--- config.mk ---
export PLATFORM = sky130hd
export DESIGN_NAME = beam_scan_ctrl
export DESIGN_NICKNAME = d
export VERILOG_FILES = /design/src/rtl/beam_scan_pkg.sv /design/src/rtl/beam_scan_ctrl_steer_lut.sv /design/src/rtl/beam_scan_ctrl.sv
export SDC_FILE = /design/constraint.sdc
export NUM_CORES = 1
export LEC_CHECK = 0
export BUFFER_PORTS_ARGS = -buffer_cell sky130_fd_sc_hd__buf_2
export CORE_AREA = 2 2 147 178
export DETAILED_ROUTE_END_ITERATION = 10
export DIE_AREA = 0 0 149 180
export GPL_ROUTABILITY_DRIVEN = 0
export PLACE_DENSITY = 0.76
export RECOVER_POWER = 100
export SETUP_SLACK_MARGIN = 0.3
export SLEW_MARGIN = 5
export SYNTH_ARGS = -nofsm -noshare
export SYNTH_HDL_FRONTEND = slang
export SYNTH_SLANG_ARGS = --single-unit
--- constraint.sdc ---
create_clock -name clk -period 2.3 [get_ports clk]
set_input_delay 0.23 -clock clk [delete_from_list [all_inputs] [get_ports clk]]
set_output_delay 0.23 -clock clk [all_outputs]
set_load 0.02 [all_outputs]
--- src/rtl/beam_scan_pkg.sv ---
// Shared types, default widths and the built-in steering table
// used by the DoA beam-scan controller.
package beam_scan_pkg;

  localparam int N_ELEM          = 4;
  localparam int DEF_WORD_LENGTH = 12;
  localparam int DEF_Y_WL        = DEF_WORD_LENGTH*2+3;
  localparam int DEF_PWR_W       = 2*DEF_Y_WL;
  localparam int DEF_N_ANGLES    = 64;
  localparam int DEF_ANGLE_W     = $clog2(DEF_N_ANGLES);

  typedef enum logic [1:0] {
    IDLE = 2'd0,
    SCAN = 2'd1,
    DONE = 2'd2
  } state_t;

  // 16-point cosine, amplitude 2000 (fits a 12-bit signed word)
  function automatic int cos16(input int p);
    int v;
    unique case (p & 15)
      0:       v = 2000;
      1, 15:   v = 1848;
      2, 14:   v = 1414;
      3, 13:   v = 765;
      4, 12:   v = 0;
      5, 11:   v = -765;
      6, 10:   v = -1414;
      7, 9:    v = -1848;
      default: v = -2000;
    endcase
    return v;
  endfunction

  function automatic int sin16(input int p);
    return cos16(p + 12);
  endfunction

  // Element 1 is the phase reference, so no two angles differ
  // only by a common rotation.
  function automatic int steer_phase(input int idx, input int e);
    int p;
    unique case (e)
      0:       p = 0;
      1:       p = idx;
      2:       p = 2*idx + 5*(idx/16);
      default: p = 3*idx;
    endcase
    return p & 15;
  endfunction

endpackage

--- src/rtl/beam_scan_ctrl_steer_lut.sv ---
// Steering-vector ROM with one-cycle registered read.
// Entry layout: {Q4,Q3,Q2,Q1,I4,I3,I2,I1}.
module steer_lut
  import beam_scan_pkg::*;
#(
  parameter int WORD_LENGTH = DEF_WORD_LENGTH,
  parameter int N_ANGLES    = DEF_N_ANGLES,
  parameter int ANGLE_W     = $clog2(N_ANGLES),
  parameter     LUT_FILE    = "steer.hex",
  parameter bit USE_FILE    = 1'b1
) (
  input  logic                     clk,
  input  logic [ANGLE_W-1:0]       i_addr,
  output logic [8*WORD_LENGTH-1:0] o_data
);

  localparam int DW = 8*WORD_LENGTH;

  logic [DW-1:0] r_data;

  function automatic logic [DW-1:0] gen_word(
    input logic [ANGLE_W-1:0] a
  );
    logic [DW-1:0] w;
    int p;
    w = '0;
    for (int e = 0; e < N_ELEM; e++) begin
      p = steer_phase(int'(a), e);
      w[e*WORD_LENGTH +: WORD_LENGTH] =
        WORD_LENGTH'(cos16(p));
      w[(e+N_ELEM)*WORD_LENGTH +: WORD_LENGTH] =
        WORD_LENGTH'(sin16(p));
    end
    return w;
  endfunction

  always_ff @(posedge clk) begin
    r_data <= gen_word(i_addr);
  end

  assign o_data = r_data;

endmodule

--- src/rtl/beam_scan_ctrl.sv ---
// DoA peak search: latch a snapshot, sweep the steering ROM through
// the external power block and report the strongest look direction.
module beam_scan_ctrl
  import beam_scan_pkg::*;
#(
  parameter int WORD_LENGTH   = DEF_WORD_LENGTH,
  parameter int Y_WORD_LENGTH = WORD_LENGTH*2+3,
  parameter int PWR_W         = 2*Y_WORD_LENGTH,
  parameter int N_ANGLES      = DEF_N_ANGLES,
  parameter int ANGLE_W       = $clog2(N_ANGLES),
  parameter     LUT_FILE      = "steer.hex",
  parameter bit USE_FILE      = 1'b1
) (
  input  logic                        clk,
  input  logic                        rst,
  input  logic                        in_valid,
  output logic                        in_ready,
  input  logic [N_ELEM*WORD_LENGTH-1:0] in_I,
  input  logic [N_ELEM*WORD_LENGTH-1:0] in_Q,
  output logic [N_ELEM*WORD_LENGTH-1:0] samp_I_o,
  output logic [N_ELEM*WORD_LENGTH-1:0] samp_Q_o,
  output logic [N_ELEM*WORD_LENGTH-1:0] sv_I_o,
  output logic [N_ELEM*WORD_LENGTH-1:0] sv_Q_o,
  input  logic [PWR_W-1:0]            pwr_i,
  output logic                        out_valid,
  input  logic                        out_ready,
  output logic [ANGLE_W-1:0]          best_idx,
  output logic [PWR_W-1:0]            best_pwr
);

  localparam int VW = N_ELEM*WORD_LENGTH;
  localparam logic [ANGLE_W-1:0] LAST =
    ANGLE_W'(N_ANGLES-1);

  state_t r_state;
  state_t w_next;

  logic [VW-1:0]      r_samp_I;
  logic [VW-1:0]      r_samp_Q;
  logic [ANGLE_W-1:0] r_addr;
  logic               r_issue;
  logic [ANGLE_W-1:0] r_t_idx;
  logic               r_t_vld;
  logic               r_cap_last;
  logic [ANGLE_W-1:0] r_best_idx;
  logic [PWR_W-1:0]   r_best_pwr;

  logic          w_idle;
  logic          w_scan;
  logic          w_done;
  logic          w_accept;
  logic          w_take;
  logic [2*VW-1:0] w_lut;

  always_ff @(posedge clk) begin
    if (rst) r_state <= IDLE;
    else     r_state <= w_next;
  end

  always_comb begin
    w_next = r_state;
    unique case (r_state)
      IDLE:    if (in_valid)   w_next = SCAN;
      SCAN:    if (r_cap_last) w_next = DONE;
      DONE:    if (out_ready)  w_next = IDLE;
      default: w_next = IDLE;
    endcase
  end

  always_comb begin
    w_idle = 1'b0;
    w_scan = 1'b0;
    w_done = 1'b0;
    unique case (r_state)
      IDLE:    w_idle = 1'b1;
      SCAN:    w_scan = 1'b1;
      DONE:    w_done = 1'b1;
      default: w_idle = 1'b0;
    endcase
  end

  assign in_ready = w_idle;
  assign out_valid = w_done;
  assign w_accept = w_idle & in_valid;

  // First capture of a scan loads unconditionally; strict compare
  // afterwards keeps the lowest index on ties.
  assign w_take = r_t_vld &&
    (r_t_idx == '0 || pwr_i > r_best_pwr);

  always_ff @(posedge clk) begin
    if (rst) begin
      r_samp_I   <= '0;
      r_samp_Q   <= '0;
      r_addr     <= '0;
      r_issue    <= 1'b0;
      r_t_idx    <= '0;
      r_t_vld    <= 1'b0;
      r_cap_last <= 1'b0;
      r_best_idx <= '0;
      r_best_pwr <= '0;
    end else begin
      if (w_accept) begin
        r_samp_I <= in_I;
        r_samp_Q <= in_Q;
        r_addr   <= '0;
        r_issue  <= 1'b1;
      end else if (w_scan && r_issue) begin
        if (r_addr == LAST) r_issue <= 1'b0;
        else                r_addr  <= r_addr + 1'b1;
      end
      r_t_vld    <= w_scan && r_issue;
      r_t_idx    <= r_addr;
      r_cap_last <= r_t_vld && (r_t_idx == LAST);
      if (w_take) begin
        r_best_idx <= r_t_idx;
        r_best_pwr <= pwr_i;
      end
    end
  end

  steer_lut #(
    .WORD_LENGTH (WORD_LENGTH),
    .N_ANGLES    (N_ANGLES),
    .ANGLE_W     (ANGLE_W),
    .LUT_FILE    (LUT_FILE),
    .USE_FILE    (USE_FILE)
  ) u_lut (
    .clk    (clk),
    .i_addr (r_addr),
    .o_data (w_lut)
  );

  assign samp_I_o = r_samp_I;
  assign samp_Q_o = r_samp_Q;
  assign sv_I_o   = w_lut[VW-1:0];
  assign sv_Q_o   = w_lut[2*VW-1:VW];
  assign best_idx = r_best_idx;
  assign best_pwr = r_best_pwr;

endmodule

# After elaboration in Yosys (flattened, before gate mapping)

Memory sizes are Yosys's and may differ from the RTL's. A register that Yosys moved wholly into a read port is not among the register bits.
Cells that the tools add are included.

Add/sub/neg operators: 5
$mul: 2
Div/mod/pow operators: 0
Magnitude comparators: 1
Equal/unequal tests: 7
Shifts and indexed selects: 0
Mux-type cells: 10
Bitwise gates (word level): 2
Reductions and logical operators: 12

Operator list:

| operator              | number |
|---|---|
| $gt A54 B54 Y1        | 1 |
| $add A4 B4 Y4 const B | 3 |
| $eq A6 B6 Y1 const B  | 2 |
| $add A6 B1 Y6 const B | 1 |
| $logic_not A6 Y1      | 1 |
| $mul A2 B6 Y4 const A | 1 |
| $mux W1               | 6 |
| $mux W2               | 3 |
| $ne A2 B2 Y1 const B  | 3 |
| $pmux W2 S3           | 1 |
| $add A4 B4 Y4         | 1 |
| $mul A3 B2 Y4 const A | 1 |
| $reduce_and A2 Y1     | 2 |
| $reduce_bool A2 Y1    | 2 |
| $logic_and A1 B1 Y1   | 3 |
| $reduce_and A3 Y1     | 1 |
| $eq A2 B1 Y1 const B  | 1 |
| $eq A2 B2 Y1 const B  | 1 |
| $logic_not A2 Y1      | 1 |
| $reduce_or A2 Y1      | 1 |
| $and A1 B1 Y1         | 1 |
| $logic_or A1 B1 Y1    | 1 |
| $not A1 Y1            | 1 |

Register bits: 173
Bits in latches: 0
RAM bits: 0
Bits in read-only memories: 4096
Output and inout bits: 254
Word-level logic and storage cells: 57
Memories kept: 8

Memory list:

| name             | depth | bits a word | rd ports | clocked after Yosys merged registers in | write ports | RTL line            | source |
|---|---|---|---|---|---|---|---|
| (name not given) | 16    | 32          | 1        | 1                                       | 0           | beam_scan_pkg.sv:21 | `unique case (p & 15)` |
| (name not given) | 16    | 32          | 1        | 1                                       | 0           | beam_scan_pkg.sv:21 |  |
| (name not given) | 16    | 32          | 1        | 1                                       | 0           | beam_scan_pkg.sv:21 |  |
| (name not given) | 16    | 32          | 1        | 1                                       | 0           | beam_scan_pkg.sv:21 |  |
| (name not given) | 16    | 32          | 1        | 1                                       | 0           | beam_scan_pkg.sv:21 |  |
| (name not given) | 16    | 32          | 1        | 1                                       | 0           | beam_scan_pkg.sv:21 |  |
| 2 more memories  | --    | --          | --       | --                                      | --          | --                  |  |

# Longest topological paths before layout

Gate-level depths: netlist of run 1.

Depth in word-level cells: 5
Depth in mapped cells: 11

# Cells and area by module

A second synthesis of run 1 with hierarchy kept.

Cells, all modules: 1300
Area, all modules: 11644.9 um^2

Modules (own cells, without submodules):

| module         | times used | cells each | area each (um^2) | sequential area each (um^2) |
|---|---|---|---|---|
| beam_scan_ctrl | 1          | 939        | 8316.7           | 3463.3 |
| steer_lut      | 1          | 361        | 3328.2           | 1321.3 |

# Worst setup path after synthesis of run 1

OpenSTA, ideal clock, no wires.

Path kind: register -> register
Start point: register r_best_pwr[53] (netlist: best_pwr[53])
End point: register r_best_idx[0] (netlist: best_idx[0])
Library setup time: 72 ps
Arrival time: 2590 ps
Data required time: 2228 ps
Setup slack: -362 ps
Stages on the path, launching flop included: 12
Buffers on the path: 2
Period minus slack after synthesis: 2662 ps
Cell sequence: dfxtp_1 -> inv_1 -> ha_1 -> nand4_2 -> nor3_2 -> nand4_1 -> or4_1 -> a31o_1 -> a21oi_2 -> buf_6 -> buf_12 -> mux2i_1

Cells in the longest elaborated chain, start to end: 3

Ends and longest elaborated chain:

| item                     | RTL line              | source |
|---|---|---|
| start: declaration       | beam_scan_ctrl.sv:46  | `logic [PWR_W-1:0] r_best_pwr;` |
| start signal: assignment | beam_scan_ctrl.sv:117 | `r_best_pwr <= pwr_i;` |
| $gt A54 B54 Y1           | beam_scan_ctrl.sv:89  | `(r_t_idx == '0 \|\| pwr_i > r_best_pwr);` |
| $logic_or A1 B1 Y1       | beam_scan_ctrl.sv:89  |  |
| $logic_and A1 B1 Y1      | beam_scan_ctrl.sv:88  | `assign w_take = r_t_vld &&` |
| end signal: assignment   | beam_scan_ctrl.sv:116 | `r_best_idx <= r_t_idx;` |
| end: declaration         | beam_scan_ctrl.sv:45  | `logic [ANGLE_W-1:0] r_best_idx;` |

Every way passes these cells.
A chain may end at the register's enable or synchronous reset.

# Worst setup path after layout of run 1

Start point: register r_best_pwr[25] (netlist: best_pwr[25])
End point: register r_best_pwr[52] (netlist: best_pwr[52])

Cells in the longest elaborated chain, start to end: 3

Ends and longest elaborated chain:

| item                | RTL line |
|---|---|
| $gt A54 B54 Y1      | beam_scan_ctrl.sv:89 |
| $logic_or A1 B1 Y1  | beam_scan_ctrl.sv:89 |
| $logic_and A1 B1 Y1 | beam_scan_ctrl.sv:88 |

Every way passes these cells.

==> impl_results.html, run 1 <==
<table>
<tr><th>Metric</th><th>Value</th></tr>
<tr><th colspan="2">Status</th></tr>
<tr><td>Run status</td><td>finished with violations</td></tr>
<tr><td>Violations in the final reports</td><td>negative setup slack</td></tr>
<tr><th colspan="2">STA</th></tr>
<tr><td>RSZ-0062 raised after global routing</td><td>yes</td></tr>
<tr><td>Worst relative slew slack</td><td>30.46%</td></tr>
<tr><td>Hold violation count in the final report</td><td>0</td></tr>
<tr><td>Final setup violation count</td><td>96</td></tr>
<tr><td>Setup slack of the critical path after layout</td><td>-0.7968 ns</td></tr>
<tr><td>Final worst path period share</td><td>134.6%</td></tr>
<tr><td>Final critical path time including I/O delays and setup</td><td>3.097 ns</td></tr>
<tr><td>Max Clock Skew</td><td>0.02229 ns</td></tr>
<tr><td>Minimum hold slack</td><td>0.03651 ns</td></tr>
<tr><td>Number of max-slew violations in the final report</td><td>0</td></tr>
<tr><td>Max Clk Rate</td><td>322.9 MHz</td></tr>
<tr><td>Worst slew pin tran</td><td>around 1.0 ns</td></tr>
<tr><th colspan="2">Placed design</th></tr>
<tr><td>Worst setup slack before clock tree synthesis</td><td>-0.4875 ns</td></tr>
<tr><td>Half-perimeter wire length of the detailed placement result</td><td>23.31 mm</td></tr>
<tr><td>Port buffer count</td><td>383</td></tr>
<tr><th colspan="2">Global routing</th></tr>
<tr><td>Via count of the first global-routing pass</td><td>~11000</td></tr>
<tr><td>All-layer global routing usage</td><td>26.70%</td></tr>
<tr><td>Antenna violations before repair</td><td>2</td></tr>
<tr><td>Global-route wire length before repair</td><td>58.29 mm</td></tr>
<tr><td>Maximum number of pins on one net before global-route repair</td><td>97</td></tr>
<tr><td>Total congestion overflow after global routing</td><td>0</td></tr>
<tr><th colspan="2">Layout</th></tr>
<tr><td>Commonest non-fill, non-tap cells in the layout</td><td>248 x nand2_1, 248 x clkbuf_1, 213 x dfxtp_1, 155 x buf_2, 149 x a21oi_1</td></tr>
<tr><td>Layout cells sized above 1</td><td>21.77%</td></tr>
<tr><td>Total Nets Final</td><td>2127</td></tr>
<tr><td>Layout Area Growth over Synthesis</td><td>48.92%</td></tr>
<tr><th colspan="2">Setup path</th></tr>
<tr><td>R2r worst-path depth</td><td>14</td></tr>
<tr><td>Worst endpoint required time</td><td>approximately 2.7 ns</td></tr>
<tr><td>Biggest cell delay along the critical path</td><td>between 0.4 and 0.5 ns</td></tr>
<tr><td>Data arrival at the endpoint of the critical path</td><td>3.51 ns</td></tr>
<tr><td>Nature of the critical path startpoint</td><td>register</td></tr>
<tr><td>Buffers &amp; Inverters on Critical Path</td><td>6</td></tr>
<tr><td>Endpoint of the most critical setup path</td><td>best_pwr[52]</td></tr>
<tr><td>Delay-heaviest family, CP</td><td>compound AO/OA/AOI/OAI gates</td></tr>
<tr><td>Reg2Reg Launch Point</td><td>best_pwr[25]</td></tr>
<tr><td>Crit. Startpoint</td><td>best_pwr[25]</td></tr>
<tr><td>Cell type of the slowest stage on the worst timing path</td><td>a21oi_1</td></tr>
<tr><td>Critical Setup Path Class</td><td>reg -&gt; reg</td></tr>
<tr><td>Setup slack on the worst flop-to-flop path</td><td>-0.80 ns</td></tr>
<tr><td>Worst Path Max Fanout</td><td>7</td></tr>
<tr><td>Logic depth of the worst path, buffers included</td><td>14</td></tr>
<tr><td>Capturing element type of the critical path</td><td>register</td></tr>
<tr><td>Worst R2R End</td><td>best_pwr[52]</td></tr>
<tr><td>Critical-path cell list</td><td>inv_1, ha_1, a21oi_1, o21ai_0, nand2_1, a31oi_4, nor4_4, buf_4, a21oi_4, buf_6, buf_12, buf_12, buf_16, mux2i_1</td></tr>
<tr><td>Cell with the most instances on the worst path</td><td>buf_12</td></tr>
<tr><th colspan="2">Synthesis</th></tr>
<tr><td>Async S/R FF share, synth</td><td>0%</td></tr>
<tr><td>Number of flops mapped to enable cells by yosys</td><td>0</td></tr>
<tr><td>Warnings, synthesis</td><td>0</td></tr>
<tr><td>Post-synthesis sequential element count</td><td>239</td></tr>
<tr><td>Synth unique cells</td><td>56</td></tr>
<tr><td>Synthesized area divided by synthesized cell count</td><td>8.432 um^2</td></tr>
<tr><td>Dominant register cell in the synthesized netlist</td><td>dfxtp_1</td></tr>
<tr><td>Area leader, netlist</td><td>dfxtp_1</td></tr>
<tr><td>Largest cells by area after synthesis</td><td>dfxtp_1 43%, nand2_1 8.5%, ha_1 7.9%</td></tr>
<tr><td>Seq/Total Area, Yosys</td><td>42.89%</td></tr>
<tr><td>Synthesized instance count</td><td>1323</td></tr>
<tr><td>Area share of the leading cell type in the synthesized netlist</td><td>a little over two fifths</td></tr>
<tr><td>Cell area after synthesis</td><td>11160 um^2</td></tr>
<tr><th colspan="2">Die</th></tr>
<tr><td>Die Area</td><td>~27000 um^2</td></tr>
<tr><td>Die width</td><td>~150 um</td></tr>
<tr><td>Core ar.</td><td>25140 um^2</td></tr>
<tr><td>Number of I/O pins</td><td>408</td></tr>
<tr><td>DIE HEIGHT</td><td>between 150 and 200 um</td></tr>
<tr><td>Starting utilization of the core area</td><td>44.37%</td></tr>
<tr><td>Placement Rows</td><td>between 60 and 70</td></tr>
<tr><th colspan="2">CTS</th></tr>
<tr><td>Clock net sink count</td><td>239</td></tr>
<tr><td>Clk Tree Root Cell</td><td>clkbuf_16</td></tr>
<tr><td>TritonCTS clock tree</td><td>done</td></tr>
<tr><td>Clock slew at reported path FFs</td><td>0.07 ns</td></tr>
<tr><td>Inserted Clock Buffers</td><td>24</td></tr>
<tr><td>Clock latency on the worst-skew pair</td><td>between 0.5 and 0.6 ns</td></tr>
<tr><td>Max Root-Sink Buffers</td><td>3</td></tr>
<tr><td>H-tree levels</td><td>1</td></tr>
<tr><th colspan="2">Worst hold path</th></tr>
<tr><td>Class of the most critical hold timing path</td><td>in -&gt; reg</td></tr>
<tr><td>Start point of the worst min-delay path</td><td>in_I[43]</td></tr>
<tr><th colspan="2">Power and ir drop</th></tr>
<tr><td>Static leakage power</td><td>6.579 nW</td></tr>
<tr><td>Areal power density over the cells</td><td>approximately 600 nW/um^2</td></tr>
<tr><td>Worst-case vdd ir drop</td><td>between 500 and 600 uV</td></tr>
<tr><th colspan="2">Drt</th></tr>
<tr><td>Number of vias per cell after detailed routing</td><td>5.259</td></tr>
<tr><td>Detail Route Antenna Nets</td><td>0</td></tr>
<tr><td>Drt total wl</td><td>between 40 and 50 mm</td></tr>
<tr><td>Vias after detailed routing</td><td>11840</td></tr>
<tr><td>Number of iterations in the first detailed-routing pass</td><td>5</td></tr>
<tr><td>DRC violation total after the first TritonRoute iteration</td><td>between 600 and 700</td></tr>
<tr><td>DRC Markers</td><td>0</td></tr>
<tr><td>WL/cell</td><td>18.48 um</td></tr>
<tr><th colspan="2">Run</th></tr>
<tr><td>Number of violations of the max-capacitance limit</td><td>0</td></tr>
</table>
-- worst reg2reg max path, stage by stage (launching register included) --
cell	delay, ns
dfxtp_1	0.35
inv_1	0.06
ha_1	0.32
a21oi_1	0.41
o21ai_0	0.25
nand2_1	0.16
a31oi_4	0.11
nor4_4	0.34
buf_4	0.19
a21oi_4	0.06
buf_6	0.12
buf_12	0.12
buf_12	0.13
buf_16	0.14
mux2i_1	0.23
-- routing by layer --
metal / up-vias / share of wire (%) / global-route usage (%)
li1: 5492 / - / -
met5: - / 0.034 / 0
met1: 5507 / 36 / 29.63
met2: 628 / 49 / 46.38
met3: 208 / 9.3 / 7.310
met4: 2 / 6.1 / 13.60
-- power by group --
part | switching (W) | leakage [nW] | internal [W]
registers | 0.0000822 | 1.96 | 0.00427
logic | 0.000901 | 4.22 | 0.000677
clock network | 0.00166 | 0.400 | 0.00245
total | 0.00264 | 6.58 | 0.00740
-- Yosys cell counts (all sizes together), types with 3 or more instances --
cell and n:
o31ai 6, a211oi 8, mux2 4, nand3 13, o22ai 6, and3 4
xor2 4, nand3b 3, nor3 7, mux2i 66, o211ai 7, nand2b 127
inv 63, a21oi 151, clkbuf 69, buf 44, a31oi 3, a221oi 5
nand2 252, nand4 12, dfxtp 239, a21o 6, nor2b 11, and2 3
ha 70, nor2 58, o21ai 47, xnor2 8
-- cell families (layout without fill, tap and decap cells) --
group / Yosys count / after routing / share of synthesized area (%)
simple gates: 499 / 499 / 21.16
compound gates: 252 / 252 / 12.64
flops: 239 / 239 / 42.89
buf+inv: 178 / 753 / 7.941
fa+ha+maj: 71 / 71 / 8.031
mux: 70 / 70 / 6.326
xor+xnor: 12 / 12 / 0.9421
other cells: 2 / 25 / 0.06732
-- state kept, by name, summed over array words and instances, names as in the netlist --
name          count
u_lut.o_data     60
best_pwr         54
samp_I_o         48
samp_Q_o         48
best_idx          6
r_addr            6
r_t_idx           6
sv_I_o            3
sv_Q_o            3
r_state           2
r_cap_last        1
r_issue           1
r_t_vld           1
-- timing repair --
item,CTS,global route
endpoints found under the setup margin,70,89
pin swaps,15,24
gates cloned,5,3
buffers inserted,13,6
hold buffers,135,0
endpoints found under the hold margin,135,0
gates resized for setup,40,55
-- per-stage QoR --
stage	instances	power (W)	utilization [%]	instance area (um^2)	TNS (ns)
after floorplan	1345	0.005194	-	11420	-10.61
after global placement	2044	0.005639	55.39	13930	-21.56
after detailed placement	2044	0.005665	55.39	13930	-25.22
after CTS	2241	0.009981	65.82	16550	-26.91
after global routing	2251	0.01036	66.07	16610	-58.86
final	2251	0.01004	66.07	16610	-45.80
-- worst min-delay path by stage --
| stage | end | slack, ns | depth (start not counted) |
|---|---|---|---|
| 3_5_place_dp | samp_Q_o[27] | 0.44 | 2 |
| 4_1_cts | best_pwr[24] | 0.001 | 3 |
| 6_report | samp_I_o[43] | 0.04 | 3 |
| 3_3_place_gp | samp_I_o[41] | 0.44 | 2 |
| 5_1_grt | samp_I_o[43] | 0.01 | 3 |
| 2_1_floorplan | samp_I_o[0] | 0.37 | 2 |
-- final cells by class --
class | count | area (um^2)
Multi-Input combinational cell | 928 | 6117
Sequential cell | 239 | 4860
Fill cell | 1917 | 8531
Clock inverter | 3 | 65.06
Timing Repair Buffer | 644 | 4149
Inverter | 65 | 250.2
Tap cell | 330 | 412.9
Clock buffer | 41 | 757.0
Antenna cell | 1 | 2.502
(Power assumes the default switching activity.)
==> inputs of run 2 (changes only) <==
--- a/config.mk
+++ b/config.mk
@@ -6,11 +6,14 @@
 export NUM_CORES = 1
 export LEC_CHECK = 0
 export BUFFER_PORTS_ARGS = -buffer_cell sky130_fd_sc_hd__buf_2
-export CORE_AREA = 2 2 147 178
+export CELL_PAD_IN_SITES_DETAIL_PLACEMENT = 1
+export CELL_PAD_IN_SITES_GLOBAL_PLACEMENT = 1
+export CORE_AREA = 2 2 164 198
+export CTS_CLUSTER_SIZE = 30
 export DETAILED_ROUTE_END_ITERATION = 10
-export DIE_AREA = 0 0 149 180
+export DIE_AREA = 0 0 166 200
 export GPL_ROUTABILITY_DRIVEN = 0
-export PLACE_DENSITY = 0.76
+export PLACE_DENSITY_LB_ADDON = 0.1
 export RECOVER_POWER = 100
 export SETUP_SLACK_MARGIN = 0.3
 export SLEW_MARGIN = 5
==> constraint.sdc (replaced) <==
create_clock -name clk -period 3.2 [get_ports clk]
set_input_delay 0.32 -clock clk [delete_from_list [all_inputs] [get_ports clk]]
set_output_delay 0.32 -clock clk [all_outputs]
set_load 0.02 [all_outputs]
==> impl_results.html, run 2 (synthesis gave the netlist of run 1 again) <==
<table>
<tr><th>Metric</th><th>Value</th></tr>
<tr><th colspan="2">Status</th></tr>
<tr><td>Violations in the final reports</td><td>max-capacitance violations, max-slew violations</td></tr>
<tr><td>Run status</td><td>finished with violations</td></tr>
<tr><th colspan="2">Power and ir drop</th></tr>
<tr><td>Worst-case vdd ir drop</td><td>458.7 uV (-13%)</td></tr>
<tr><td>Areal power density over the cells</td><td>485.0 nW/um^2 (-20%)</td></tr>
<tr><td>Static leakage power</td><td>5.877 nW (-11%)</td></tr>
<tr><th colspan="2">Placed design</th></tr>
<tr><td>Half-perimeter wire length of the detailed placement result</td><td>25.59 mm (+9.8%)</td></tr>
<tr><td>Port buffer count</td><td>383 (unchanged)</td></tr>
<tr><td>Worst setup slack before clock tree synthesis</td><td>0.1881 ns (+0.6757 ns)</td></tr>
<tr><td>Cell area after placement</td><td>13250 um^2 (-4.9%)</td></tr>
<tr><th colspan="2">STA</th></tr>
<tr><td>Worst relative slew slack</td><td>-32.97% (-63 points)</td></tr>
<tr><td>Worst slew pin tran</td><td>1.995 ns (+0.9516 ns)</td></tr>
<tr><td>Final worst path period share</td><td>90.61% (-44 points)</td></tr>
<tr><td>Setup slack of the critical path after layout</td><td>0.3006 ns (+1.097 ns)</td></tr>
<tr><td>Setup TNS</td><td>0 ns (+45.80 ns)</td></tr>
<tr><td>Max Clock Skew</td><td>0.02458 ns (+0.002289 ns)</td></tr>
<tr><td>Final critical path time including I/O delays and setup</td><td>2.899 ns (-0.1974 ns)</td></tr>
<tr><td>Number of max-slew violations in the final report</td><td>127 (+127)</td></tr>
<tr><td>Hold violation count in the final report</td><td>0 (unchanged)</td></tr>
<tr><td>RSZ-0062 raised after global routing</td><td>yes</td></tr>
<tr><td>Max Clk Rate</td><td>344.9 MHz (+6.8%)</td></tr>
<tr><td>Final setup violation count</td><td>0 (-100%)</td></tr>
<tr><th colspan="2">Layout</th></tr>
<tr><td>Total Nets Final</td><td>1992 (-6.3%)</td></tr>
<tr><td>Most common cell after layout, fill and taps aside</td><td>nand2_1</td></tr>
<tr><td>Commonest non-fill, non-tap cells in the layout</td><td>251 x nand2_1, 242 x clkbuf_1, 227 x dfxtp_1, 152 x buf_2, 150 x a21oi_1</td></tr>
<tr><td>Number of filler instances in the final layout</td><td>3873 (+100%)</td></tr>
<tr><td>Flip-flop count of the largest register, all copies and words added</td><td>60 (unchanged)</td></tr>
<tr><td>Post-route cell area</td><td>15070 um^2 (-9.3%)</td></tr>
<tr><td>Layout cells sized above 1</td><td>15.04% (-6.7 points)</td></tr>
<tr><td>Layout Area Growth over Synthesis</td><td>35.09%</td></tr>
<tr><th colspan="2">Setup path</th></tr>
<tr><td>Worst endpoint required time</td><td>3.66 ns (+0.95 ns)</td></tr>
<tr><td>Data arrival at the endpoint of the critical path</td><td>3.36 ns (-0.15 ns)</td></tr>
<tr><td>Critical Setup Path Class</td><td>reg -&gt; reg</td></tr>
<tr><td>Worst Path Max Fanout</td><td>8 (+1)</td></tr>
<tr><td>Capturing element type of the critical path</td><td>register</td></tr>
<tr><td>Nature of the critical path startpoint</td><td>register</td></tr>
<tr><th colspan="2">CTS</th></tr>
<tr><td>Clock net sink count</td><td>239 (unchanged)</td></tr>
<tr><td>Clock latency on the worst-skew pair</td><td>0.55 ns (+0.02 ns)</td></tr>
<tr><td>Max Root-Sink Buffers</td><td>3 (unchanged)</td></tr>
<tr><td>TritonCTS clock tree</td><td>done</td></tr>
<tr><td>Clk Tree Root Cell</td><td>clkbuf_16</td></tr>
<tr><td>H-tree levels</td><td>1 (unchanged)</td></tr>
<tr><td>Clock slew at reported path FFs</td><td>0.07 ns (about the same)</td></tr>
<tr><td>Inserted Clock Buffers</td><td>27 (+13%)</td></tr>
<tr><th colspan="2">Die</th></tr>
<tr><td>DIE HEIGHT</td><td>200 um (+11%)</td></tr>
<tr><td>Number of I/O pins</td><td>408 (unchanged)</td></tr>
<tr><td>Core ar.</td><td>31180 um^2 (+24%)</td></tr>
<tr><td>Die width</td><td>166 um (+11%)</td></tr>
<tr><td>Die Area</td><td>33200 um^2 (+24%)</td></tr>
<tr><td>Placement Rows</td><td>71 (+11%)</td></tr>
<tr><td>Starting utilization of the core area</td><td>35.78% (-8.6 points)</td></tr>
<tr><th colspan="2">Drt</th></tr>
<tr><td>Drt total wl</td><td>37.72 mm (-9.3%)</td></tr>
<tr><td>Length of routed met2 wiring</td><td>19.02 mm (-6.1%)</td></tr>
<tr><td>Number of vias per cell after detailed routing</td><td>4.870 (-7.4%)</td></tr>
<tr><td>DRC Markers</td><td>0 (unchanged)</td></tr>
<tr><td>Met3 Wirelength</td><td>1.982 mm (-49%)</td></tr>
<tr><td>Vias after detailed routing</td><td>10680 (-9.8%)</td></tr>
<tr><td>Detail Route Antenna Nets</td><td>0 (unchanged)</td></tr>
<tr><td>Detailed-routing wirelength on met1</td><td>15.21 mm (+1.8%)</td></tr>
<tr><td>Number of iterations in the first detailed-routing pass</td><td>4 (-1)</td></tr>
<tr><td>Top layer reached by signal wires</td><td>met5</td></tr>
<tr><td>DRC violation total after the first TritonRoute iteration</td><td>338 (-45%)</td></tr>
<tr><td>WL/cell</td><td>17.21 um (-6.9%)</td></tr>
<tr><th colspan="2">Run</th></tr>
<tr><td>Number of violations of the max-capacitance limit</td><td>1 (+1)</td></tr>
<tr><th colspan="2">Global routing</th></tr>
<tr><td>Via count of the first global-routing pass</td><td>11010 (-4.0%)</td></tr>
<tr><td>Total congestion overflow after global routing</td><td>0 (unchanged)</td></tr>
<tr><td>Maximum number of pins on one net before global-route repair</td><td>127 (+31%)</td></tr>
<tr><td>Antenna violations before repair</td><td>3 (+1)</td></tr>
<tr><td>All-layer global routing usage</td><td>21.09% (-5.6 points)</td></tr>
<tr><td>Global-route wire length before repair</td><td>57.42 mm (-1.5%)</td></tr>
<tr><th colspan="2">Worst hold path</th></tr>
<tr><td>Class of the most critical hold timing path</td><td>in -&gt; reg</td></tr>
</table>
## run 2: report_power, final
| part | switching [W] | internal (W) | total [W] |
|---|---|---|---|
| Clock | 0.00127 | 0.00196 | 0.00323 |
| Combinational | 0.000561 | 0.000376 | 0.000936 |
| Sequential | 0.0000568 | 0.00308 | 0.00314 |
| Total | 0.00188 | 0.00542 | 0.00731 |
## run 2: final timing paths
path                 from           end  slack, ns  cells past startpoint
max          best_pwr[51]  best_pwr[26]       0.30                     11
min              in_I[20]  samp_I_o[20]       0.03                      3
max reg2reg  best_pwr[51]  best_pwr[26]       0.30                     11
min reg2reg  samp_Q_o[46]  samp_Q_o[46]       0.45                      2
## run 2: final cells by class
cell class	count	area, um^2	share of cell area, %
antenna	3	7.507	0.04981
clock buffer	43	845.8	5.612
timing repair buffer	506	2913	19.33
inverter	65	244.0	1.619
sequential	239	4800	31.85
tap	401	501.7	3.329
clock inverter	7	91.34	0.6061
multi-input combinational	928	5668	37.61
## run 2: through the flow
| step | hold slack [ns] | instances | power, W | utilization, % |
|---|---|---|---|---|
| after CTS | 0.0006892 | 2173 | 0.007417 | 48.33 |
| after global placement | 0.4385 | 2038 | 0.004029 | 42.50 |
| final | 0.02609 | 2192 | 0.007309 | 48.33 |
| after floorplan | 0.4290 | 1345 | 0.003737 | - |
| after detailed placement | 0.4437 | 2038 | 0.004047 | 42.50 |
| after global routing | 0.01383 | 2191 | 0.007635 | 48.32 |
## run 2: layer usage
layer	up-vias	global-route usage, %
li1	5218	-
met1	5102	24.57
met2	270	37.85
met3	83	4.377
met4	2	8.824
met5	-	0
## run 2: timing repair
item	in CTS	in global routing
pin swaps	1	10
gates resized for setup	2	27
endpoints found under the hold margin	82	0
hold buffers	82	0
endpoints found under the setup margin	37	60
buffers inserted	2	9
cloned	1	7
## run 2: critical path, stage by stage (launching register included)
cell       delay [ns]
dfxtp_1          0.35
inv_1            0.05
ha_1             0.29
nand4_1          0.15
nor3_1           0.24
nand4_1          0.19
or4_1            0.55
a31o_1           0.25
a21oi_4          0.20
buf_12           0.19
clkbuf_16        0.17
mux2i_1          0.18
==> inputs of run 3 (changes only) <==
--- a/config.mk
+++ b/config.mk
@@ -5,13 +5,14 @@
 export SDC_FILE = /design/constraint.sdc
 export NUM_CORES = 1
 export LEC_CHECK = 0
+export ABC_AREA = 1
 export BUFFER_PORTS_ARGS = -buffer_cell sky130_fd_sc_hd__buf_2
 export CELL_PAD_IN_SITES_DETAIL_PLACEMENT = 1
 export CELL_PAD_IN_SITES_GLOBAL_PLACEMENT = 1
-export CORE_AREA = 2 2 164 198
+export CORE_AREA = 2 2 167 202
 export CTS_CLUSTER_SIZE = 30
 export DETAILED_ROUTE_END_ITERATION = 10
-export DIE_AREA = 0 0 166 200
+export DIE_AREA = 0 0 169 204
 export GPL_ROUTABILITY_DRIVEN = 0
 export PLACE_DENSITY_LB_ADDON = 0.1
 export RECOVER_POWER = 100
==> impl_results.html, run 3 <==
<table>
<tr><th>Metric</th><th>Value</th></tr>
<tr><th colspan="2">Worst hold path</th></tr>
<tr><td>Hold path cells</td><td>3 (unchanged)</td></tr>
<tr><td>Class of the most critical hold timing path</td><td>in -&gt; reg</td></tr>
<tr><th colspan="2">Synthesis</th></tr>
<tr><td>Warnings, synthesis</td><td>0 (unchanged)</td></tr>
<tr><td>Area leader, netlist</td><td>dfxtp_1</td></tr>
<tr><td>Seq/Total Area, Yosys</td><td>43.89% (+1.0 points)</td></tr>
<tr><td>Most instantiated library cell after synthesis</td><td>nor2_1</td></tr>
<tr><td>Most frequent cells after synthesis</td><td>321 x nor2_1, 239 x dfxtp_1, 204 x nand2_1</td></tr>
<tr><td>Cell area after synthesis</td><td>10900 um^2 (-2.3%)</td></tr>
<tr><td>Dominant register cell in the synthesized netlist</td><td>dfxtp_1</td></tr>
<tr><td>Synthesized instance count</td><td>1493 (+13%)</td></tr>
<tr><td>Post-synthesis sequential element count</td><td>239 (unchanged)</td></tr>
<tr><td>Synthesized area divided by synthesized cell count</td><td>7.301 um^2 (-13%)</td></tr>
<tr><td>Largest cells by area after synthesis</td><td>dfxtp_1 44%, nor2_1 11%, ha_1 8.0%</td></tr>
<tr><td>Area share of the leading cell type in the synthesized netlist</td><td>43.89% (+1.0 points)</td></tr>
<tr><td>Async S/R FF share, synth</td><td>0% (unchanged)</td></tr>
<tr><td>Synth unique cells</td><td>37 (-34%)</td></tr>
<tr><td>Number of flops mapped to enable cells by yosys</td><td>0 (unchanged)</td></tr>
<tr><th colspan="2">Drt</th></tr>
<tr><td>WL/cell</td><td>15.92 um (-7.5%)</td></tr>
<tr><td>DRC violation total after the first TritonRoute iteration</td><td>447 (+32%)</td></tr>
<tr><td>Drt total wl</td><td>36.51 mm (-3.2%)</td></tr>
<tr><td>Number of iterations in the first detailed-routing pass</td><td>4 (unchanged)</td></tr>
<tr><td>Detail Route Antenna Nets</td><td>0 (unchanged)</td></tr>
<tr><td>DRC Markers</td><td>0 (unchanged)</td></tr>
<tr><td>Vias after detailed routing</td><td>10760 (+0.81%)</td></tr>
<tr><td>Number of vias per cell after detailed routing</td><td>4.693 (-3.6%)</td></tr>
<tr><th colspan="2">Layout</th></tr>
<tr><td>Flip-flop count of the largest register, all copies and words added</td><td>60 (unchanged)</td></tr>
<tr><td>Layout cells sized above 1</td><td>12.63% (-2.4 points)</td></tr>
<tr><td>Commonest non-fill, non-tap cells in the layout</td><td>323 x nor2_1, 238 x dfxtp_1, 237 x clkbuf_1, 203 x nand2_1, 175 x inv_1</td></tr>
<tr><td>Most common cell after layout, fill and taps aside</td><td>nor2_1</td></tr>
<tr><td>Post-route cell area</td><td>13910 um^2 (-7.7%)</td></tr>
<tr><td>Layout Area Growth over Synthesis</td><td>27.62%</td></tr>
<tr><td>Total Nets Final</td><td>2082 (+4.5%)</td></tr>
<tr><th colspan="2">CTS</th></tr>
<tr><td>Clk Tree Root Cell</td><td>clkbuf_16</td></tr>
<tr><td>Clock net sink count</td><td>239 (unchanged)</td></tr>
<tr><td>TritonCTS clock tree</td><td>done</td></tr>
<tr><td>Clock latency on the worst-skew pair</td><td>0.55 ns (about the same)</td></tr>
<tr><td>Number of setup buffers added after CTS</td><td>0 (-2)</td></tr>
<tr><td>H-tree levels</td><td>1 (unchanged)</td></tr>
<tr><td>Inserted Clock Buffers</td><td>28 (+3.7%)</td></tr>
<tr><td>Clock slew at reported path FFs</td><td>0.06 ns (about the same)</td></tr>
<tr><td>Max Root-Sink Buffers</td><td>3 (unchanged)</td></tr>
<tr><th colspan="2">Power and ir drop</th></tr>
<tr><td>Internal power summed over all cells</td><td>0.005657 W (+4.3%)</td></tr>
<tr><td>Sequential Power Share</td><td>41.4% (-1.6 points)</td></tr>
<tr><td>Clock network power share</td><td>44.0% (-0.2 points)</td></tr>
<tr><td>Switching component of the power</td><td>0.002201 W (+17%)</td></tr>
<tr><td>Worst-case vdd ir drop</td><td>345.7 uV (-25%)</td></tr>
<tr><td>Share of total power in combinational logic</td><td>14.6% (+1.8 points)</td></tr>
<tr><td>Areal power density over the cells</td><td>564.8 nW/um^2 (+16%)</td></tr>
<tr><td>Power Total</td><td>0.007857 W (+7.5%)</td></tr>
<tr><td>Switching share of power</td><td>28.01% (+2.2 points)</td></tr>
<tr><td>Static leakage power</td><td>6.300 nW (+7.2%)</td></tr>
<tr><th colspan="2">Placed design</th></tr>
<tr><td>Worst setup slack before clock tree synthesis</td><td>0.4241 ns (+0.2359 ns)</td></tr>
<tr><td>Port buffer count</td><td>383 (unchanged)</td></tr>
<tr><td>Cell area after placement</td><td>13090 um^2 (-1.2%)</td></tr>
<tr><td>Half-perimeter wire length of the detailed placement result</td><td>27.34 mm (+6.9%)</td></tr>
<tr><th colspan="2">Setup path</th></tr>
<tr><td>Critical Setup Path Class</td><td>reg -&gt; reg</td></tr>
<tr><td>R2r worst-path depth</td><td>12 (+1)</td></tr>
<tr><td>Worst Path Max Fanout</td><td>12 (+4)</td></tr>
<tr><td>Nature of the critical path startpoint</td><td>register</td></tr>
<tr><td>Data arrival at the endpoint of the critical path</td><td>3.07 ns (-0.29 ns)</td></tr>
<tr><td>Worst endpoint required time</td><td>3.62 ns (-0.04 ns)</td></tr>
<tr><td>Capturing element type of the critical path</td><td>register</td></tr>
<tr><th colspan="2">STA</th></tr>
<tr><td>Worst slew pin tran</td><td>1.460 ns (-0.5351 ns)</td></tr>
<tr><td>Worst relative slew slack</td><td>2.699% (+36 points)</td></tr>
<tr><td>Final setup violation count</td><td>0 (unchanged)</td></tr>
<tr><td>Hold violation count in the final report</td><td>0 (unchanged)</td></tr>
<tr><td>RSZ-0062 raised after global routing</td><td>no</td></tr>
<tr><td>Max Clock Skew</td><td>0.009682 ns (-0.01490 ns)</td></tr>
<tr><td>Final worst path period share</td><td>82.95% (-7.7 points)</td></tr>
<tr><td>Setup TNS</td><td>0 ns (unchanged)</td></tr>
<tr><td>Max Clk Rate</td><td>376.7 MHz (+9.2%)</td></tr>
<tr><td>Final critical path time including I/O delays and setup</td><td>2.655 ns (-0.2449 ns)</td></tr>
<tr><td>Setup slack of the critical path after layout</td><td>0.5455 ns (+0.2449 ns)</td></tr>
<tr><td>Number of max-slew violations in the final report</td><td>0 (-100%)</td></tr>
<tr><td>Minimum hold slack</td><td>0.02773 ns (+0.001642 ns)</td></tr>
<tr><th colspan="2">Global routing</th></tr>
<tr><td>Total congestion overflow after global routing</td><td>0 (unchanged)</td></tr>
<tr><td>All-layer global routing usage</td><td>20.35% (-0.74 points)</td></tr>
<tr><td>Via count of the first global-routing pass</td><td>10650 (-3.3%)</td></tr>
<tr><td>Global-route wire length before repair</td><td>56.46 mm (-1.7%)</td></tr>
<tr><td>Antenna violations before repair</td><td>5 (+2)</td></tr>
<tr><td>Maximum number of pins on one net before global-route repair</td><td>77 (-39%)</td></tr>
<tr><th colspan="2">Die</th></tr>
<tr><td>Placement Rows</td><td>73 (+2.8%)</td></tr>
<tr><td>Die width</td><td>169 um (+1.8%)</td></tr>
<tr><td>Starting utilization of the core area</td><td>33.34% (-2.4 points)</td></tr>
<tr><td>Core ar.</td><td>32700 um^2 (+4.9%)</td></tr>
<tr><td>DIE HEIGHT</td><td>204 um (+2.0%)</td></tr>
<tr><td>Die Area</td><td>34480 um^2 (+3.8%)</td></tr>
<tr><td>Number of I/O pins</td><td>408 (unchanged)</td></tr>
<tr><th colspan="2">Run</th></tr>
<tr><td>Number of violations of the max-capacitance limit</td><td>0 (-1)</td></tr>
<tr><th colspan="2">Status</th></tr>
<tr><td>Run status</td><td>finished clean</td></tr>
</table>
[run 3: cells by family (layout without fill, tap and decap cells)]
| logic type | Yosys count | in the layout | share of synthesized area, % |
|---|---|---|---|
| other | 2 | 28 | 0.06890 |
| flip-flops | 239 | 239 | 43.89 |
| AND/OR/NAND/NOR | 622 | 622 | 22.65 |
| XOR/XNOR | 4 | 4 | 0.3215 |
| AO/OA/AOI/OAI | 270 | 270 | 13.34 |
| adder cells (fa/ha/maj) | 71 | 71 | 8.219 |
| buffers and inverters | 285 | 647 | 11.51 |
[run 3: cell type report]
cell class,count,area (um^2)
tap,412,515.5
timing repair buffer,416,1958
clock buffer,37,827.0
multi-input combinational,991,4951
fill,4315,18790
antenna,4,10.01
sequential,239,4786
clock inverter,13,181.4
inverter,181,681.9
[run 3: final timing paths]
path	startpoint	end	slack, ns
hold reg to reg	r_t_idx[5]	r_cap_last	0.46
hold / removal	in_I[28]	samp_I_o[28]	0.03
setup / recovery	r_addr[1]	u_lut.o_data[77]	0.55
setup reg to reg	r_addr[1]	u_lut.o_data[77]	0.55
[run 3: per-stage QoR]
stage | utilization [%] | cells
2_1_floorplan | - | 1515
3_3_place_gp | 40.04 | 2228
3_5_place_dp | 40.04 | 2228
4_1_cts | 43.46 | 2289
5_1_grt | 42.53 | 2292
6_report | 42.54 | 2293
[run 3: per-layer routing]
metal	up-vias	GRT usage [%]	routed length [um]
li1	5405	-	-
met3	58	4.551	2043
met2	256	35.54	18050
met1	5040	24.78	15460
met5	-	0	7
met4	2	6.654	946
[run 3: timing repair]
action	in CTS	in global routing
resized for setup	0	1
hold endpoints to repair	11	0
setup endpoints to repair	0	19
hold buffers	11	0
[run 3: critical path: stages, from the launching register on]
cell     delay, ns
dfxtp_1       0.61
ha_1          0.32
ha_1          0.20
xnor2_1       0.14
or2_1         0.23
nand2_1       0.20
inv_2         0.10
nor2_1        0.19
inv_2         0.06
nand2_1       0.15
inv_1         0.14
nand2_1       0.10
o21ai_0       0.09
[run 3: power groups by stage]
stage / clock network (W) / logic [W] / registers (W)
floorplan: 0 / 0.000547 / 0.00352
global placement: 0 / 0.00118 / 0.00331
detailed placement: 0 / 0.00120 / 0.00331
CTS: 0.00357 / 0.00121 / 0.00325
global route: 0.00367 / 0.00128 / 0.00328
finish: 0.00346 / 0.00114 / 0.00325
